[config.mk]
export PLATFORM = sky130hd
export DESIGN_NAME = niosii_system_sysid_checker_timer
export DESIGN_NICKNAME = d
export VERILOG_FILES = /design/src/rtl/niosii_system_sysid_checker_timer.sv
export SDC_FILE = /design/constraint.sdc
export NUM_CORES = 1
export LEC_CHECK = 0
export CORE_AREA = 2 2 39 41
export CTS_CLUSTER_SIZE = 16
export DETAILED_ROUTE_END_ITERATION = 10
export DIE_AREA = 0 0 41 43
export SKIP_LAST_GASP = 1
export SLEW_MARGIN = 20
export SYNTH_ARGS = -nofsm -noshare
export SYNTH_HDL_FRONTEND = slang
export SYNTH_SLANG_ARGS = --single-unit
[constraint.sdc]
create_clock -name i_clock -period 1.75 [get_ports i_clock]
set_input_delay 0.2625 -clock i_clock [delete_from_list [all_inputs] [get_ports i_clock]]
set_output_delay 0.2625 -clock i_clock [all_outputs]
set_load 0.03 [all_outputs]
[src/rtl/niosii_system_sysid_checker_timer.sv]
// rtl/niosii_system_sysid_checker_timer.sv - per-transaction watchdog counter (used under SYSID_CHECKER_TIMEOUT_EN)
module niosii_system_sysid_checker_timer #(
  parameter int TIMEOUT_CYCLES = 1024
) (
  input  logic i_clock,
  input  logic i_reset,
  input  logic i_load,
  input  logic i_enable,
  output logic o_expired
);

  localparam int CW = $clog2(TIMEOUT_CYCLES) + 1;
  localparam logic [CW-1:0] LAST_COUNT = CW'(TIMEOUT_CYCLES - 1);

  logic [CW-1:0] r_count;

  // Count cycles spent in a request/wait state; expiry marks the last allowed cycle.
  always_ff @(posedge i_clock) begin
    if (i_reset) begin
      r_count <= '0;
    end else if (i_load) begin
      r_count <= '0;
    end else if (i_enable && !o_expired) begin
      r_count <= r_count + 1'b1;
    end
  end

  assign o_expired = i_enable && (r_count == LAST_COUNT);

endmodule

## Yosys cells after proc, flatten, opt, wreduce, memory -nomap -nowiden

Cells that the tools add are included.

- Register bits: 11
- Latch bits: 0
- Bits in writable memories: 0
- Memory bits (read-only): 0
- Bits of input ports: 4
- Output and inout bits: 1
- Logic and storage cells: 7
- Memories: 0

- $add $sub $neg: 1
- $mul: 0
- Divide/modulo/power cells: 0
- $lt $le $gt $ge: 0
- Equality and inequality tests: 1
- Shift-type cells: 0
- Muxes and demuxes: 0
- Bitwise operators: 0
- Reductions and logical operators: 4

Operator list:

| cell | number |
|---|---|
| $add A11 B1 Y11 const B | 1 |
| $eq A11 B10 Y1 const B | 1 |
| $logic_and A1 B1 Y1 | 2 |
| $reduce_or A2 Y1 | 1 |
| $logic_not A1 Y1 | 1 |

## Longest topological paths before layout

- Word-level depth: 4
- Mapped depth: 5
- Gate-level depth less buffers: 5

## Worst setup path before layout

OpenSTA, ideal clock, no wires.

- Path type: register to output
- Start: reg r_count[0]
- End: out o_expired
- Arrival: 1.406 ns
- Required time: 1.487 ns
- Setup slack: 0.081 ns
- Stages on the path, launching flop included: 4
- Path buffers: 0
- Cells stage by stage: dfxtp_1 > ha_1 > nand3_1 > nor3_1

- Cells in the longest elaborated chain, start to end: 2

RTL lines:

| item | RTL line | RTL |
|---|---|---|
| start, declared | 15 | `logic [CW-1:0] r_count;` |
| start signal, assigned | 24 | `r_count <= r_count + 1'b1;` |
| $eq A11 B10 Y1 | 28 | `assign o_expired = i_enable && (r_count == LAST_COUNT);` |
| $logic_and A1 B1 Y1 | 28 |  |
| end, declared | 9 | `output logic o_expired` |

No other way between the ends.

## Worst setup path after layout

Ends and elaborated chain as after synthesis.

==> flow_metrics.py <==
metrics = {
    "synth": {
        "ys_dominant_reg_cell": "sky130_fd_sc_hd__dfxtp_1",
        "syn-cell-area_um2": 533,
        "synth.ff_latch_count": 11,
        "syn_inst": 64,
        "synth_seq_area_share": 0.413,
        "synth_enable_flop_cells": 0,
        "synth-async-reset-ratio": 0,
        "synth_cell_type_count": 23,
        "yosys_warnings": 0,
        "postSynthNetCount": 69,
        "syn_avg_cell_area_um2": 8.33,
    },
    "timing": {
        "max_slew.worst_pin.slew_ps": 331,
        "grt_setup_unrepaired": "no",
        "relSlewSlack": 0.778,
        "post-route-min-period_ps": 1640,
        "finalHoldViolCount": 0,
        "timing.fmax_mhz": 610,
        "number_of_max_slew_violations_in_the_final_report": 0,
        "period_share": 0.937,
        "fin_worst_skew_ps": 8.98,
        "report.final.setup_viol": 0,
        "setup-tns-final_ps": 0,
        "post-route-worst-setup-slack_ps": 110,
    },
    "setup_path": {
        "reg2reg_setup_slack_ps": 290,
        "slowest_stage_delay_cp_ps": 360,
        "critPathLaunchType": "register",
        "crit_chain": "ha_2, nand3_2, nor3_1, buf_4",
        "end_kind": "output port",
        "rr_startpoint": "r_count[0]$_SDFFE_PP0P_",
        "critical-path-slowest-cell": "sky130_fd_sc_hd__dfxtp_1",
        "critPathRequiredTime_ps": 1490,
        "kind_of_cell_with_the_highest_combined_delay_on_the_critical_path": "flip-flops",
        "worst-path-buf-inv": 1,
        "worst-setup-path-type": "reg2out",
        "critical_path.max_fanout": 5,
        "worst_ep_arrival_time_ps": 1380,
        "start_point_of_the_critical_path": "r_count[0]$_SDFFE_PP0P_",
    },
    "die": {
        "design.core.area_um2": 1380,
        "ios": 5,
        "floorplan.die.height_um": 43,
        "start_util": 0.385,
        "row_count": 14,
        "chipWidth_um": 41,
        "floorplan.die_area_um2": 1760,
    },
    "global_routing": {
        "grt_max_degree": 9,
        "grt_pass1_vias": 433,
        "global_route.overflow_total": 0,
        "grt_first_pass_wirelength_um": 1930,
        "grt_antenna_before_repair": 0,
        "grt_util_all_layers": 0.166,
    },
    "clock_network": {
        "clk_root_buffer_cell": "sky130_fd_sc_hd__clkbuf_4",
        "cts_htree_levels": 1,
        "cts_post_setup_buffers_inserted": 0,
        "tritoncts_num_sinks": 11,
        "worst_skew_pair.late_latency_ps": 270,
        "cts_hold_buffers": 0,
        "cts_tree": "built",
        "cts_inserted_buffers": 3,
        "clock_tree.buffer_depth": 2,
        "cts.clk_slew.worst_paths_ps": 70,
    },
    "power_and_ir_drop": {
        "ir_worst_vdd_uv": 392,
        "static-leakage-power_nw": 0.213,
        "powerDensity_nw_per_um2": 707,
    },
    "final_layout": {
        "multiInputGateArea_um2": 308,
        "mostFrequentLayoutCell": "sky130_fd_sc_hd__dfxtp_1",
        "insertedDiodeCount": 0,
        "fin_nets": 79,
        "final-seq-area_um2": 220,
        "final_cell_mix": "sky130_fd_sc_hd__dfxtp_1 (11), sky130_fd_sc_hd__nor3_1 (8), sky130_fd_sc_hd__nor2_1 (7), sky130_fd_sc_hd__a31oi_1 (6), sky130_fd_sc_hd__nand2_1 (5)",
        "post_route_cells_drive_above_1_share": 0.164,
        "fillCellCount": 141,
        "growth_of_design_area_from_synthesis_to_finish_pct": 19.0,
        "register_with_the_most_flip_flops": "r_count",
        "layout_top_registers": "r_count x11",
        "largest_register_ff_count": 11,
    },
    "route": {
        "drt_pass1_iterations": 4,
        "met3_wirelength_um": 83,
        "routed-via-count": 509,
        "wl_met1_um": 502,
        "routed.top_layer": "met4",
        "routed_wirelength_um": 1120,
        "via_per_inst": 5.72,
        "route.detailed.wl_per_inst_um": 12.6,
        "ant_nets": 0,
        "post-route-drc-count": 0,
        "route.met2.wl_um": 518,
        "drtIter0Drc": 5,
    },
    "min_path": {
        "hold_class": "reg2reg",
        "hold_path.startpoint": "r_count[10]$_SDFFE_PP0P_",
    },
    "placed_design": {
        "io_buffers": 4,
        "dp_hpwl_um": 827,
        "dp_worst_setup_slack_ps": 131,
        "gp_congestion": 0.832,
    },
    "job": {
        "cap_violations": 0,
    },
    "outcome": {
        "run_status": "finished clean",
    },
}
[cell families after synthesis]
kind of cell,synth area share
AND/OR/NAND/NOR,0.322
AO/OA/AOI/OAI,0.183
flip-flops,0.413
buffers and inverters,0.0235
XOR/XNOR,0.0164
multiplexers,0.0188
adder cells (fa/ha/maj),0.0235
[path summary, 6_finish.rpt]
check | endpoint | depth (start not counted)
min | r_count[10]$_SDFFE_PP0P_ | 2
max | o_expired | 4
min reg2reg | r_count[10]$_SDFFE_PP0P_ | 2
max reg2reg | r_count[1]$_SDFFE_PP0P_ | 5
[timing repair]
action / CTS / global route
setup endpoints to repair: 0 / 1
resized for setup: 0 / 2
endpoints found under the hold margin: 0 / 0
[cell type report]
class,count,share of cell area
Clock buffer,4,0.0414
Tap cell,16,0.0316
Multi-Input combinational cell,51,0.485
Sequential cell,11,0.347
Timing Repair Buffer,7,0.0947
[tightest hold or removal path, stage by stage, from the launching register on]
cell                      delay, ps
sky130_fd_sc_hd__dfxtp_1        330
sky130_fd_sc_hd__nand2_1         60
sky130_fd_sc_hd__a31oi_1         30
[report_power, final]
group / switching, mW / leakage, nW / internal (mW)
registers: 0.00134 / 0.0887 / 0.252
clock network: 0.0852 / 0.0150 / 0.0883
logic: 0.0102 / 0.109 / 0.0119
[synthesized netlist by cell type (all sizes together) (2+ instances only)]
master | n | area [um2]
dfxtp | 11 | 220
nor3 | 8 | 40.0
nor2 | 7 | 26.3
a31oi | 6 | 37.5
nand2 | 5 | 18.8
nand3 | 4 | 25.0
o21ai | 4 | 20.0
and3 | 3 | 18.8
a21oi | 2 | 10.0
nand2b | 2 | 12.5
[per-stage QoR]
step | total power [mW] | cells | hold slack (ps) | util | instance area (um2)
after floorplan | 0.269 | 64 | 425 | - | 533
after global placement | 0.280 | 85 | 452 | 0.434 | 601
after detailed placement | 0.280 | 85 | 452 | 0.434 | 601
after CTS | 0.456 | 89 | 462 | 0.453 | 627
after global routing | 0.470 | 89 | 496 | 0.458 | 634
final | 0.449 | 89 | 463 | 0.458 | 634
[metal layers]
layer | vias to the layer above | global-route usage
li1 | 257 | -
met1 | 232 | 0.201
met2 | 18 | 0.238
met3 | 2 | 0.0942
met4 | 0 | 0.0600
met5 | - | 0
(Power assumes the default switching activity.)
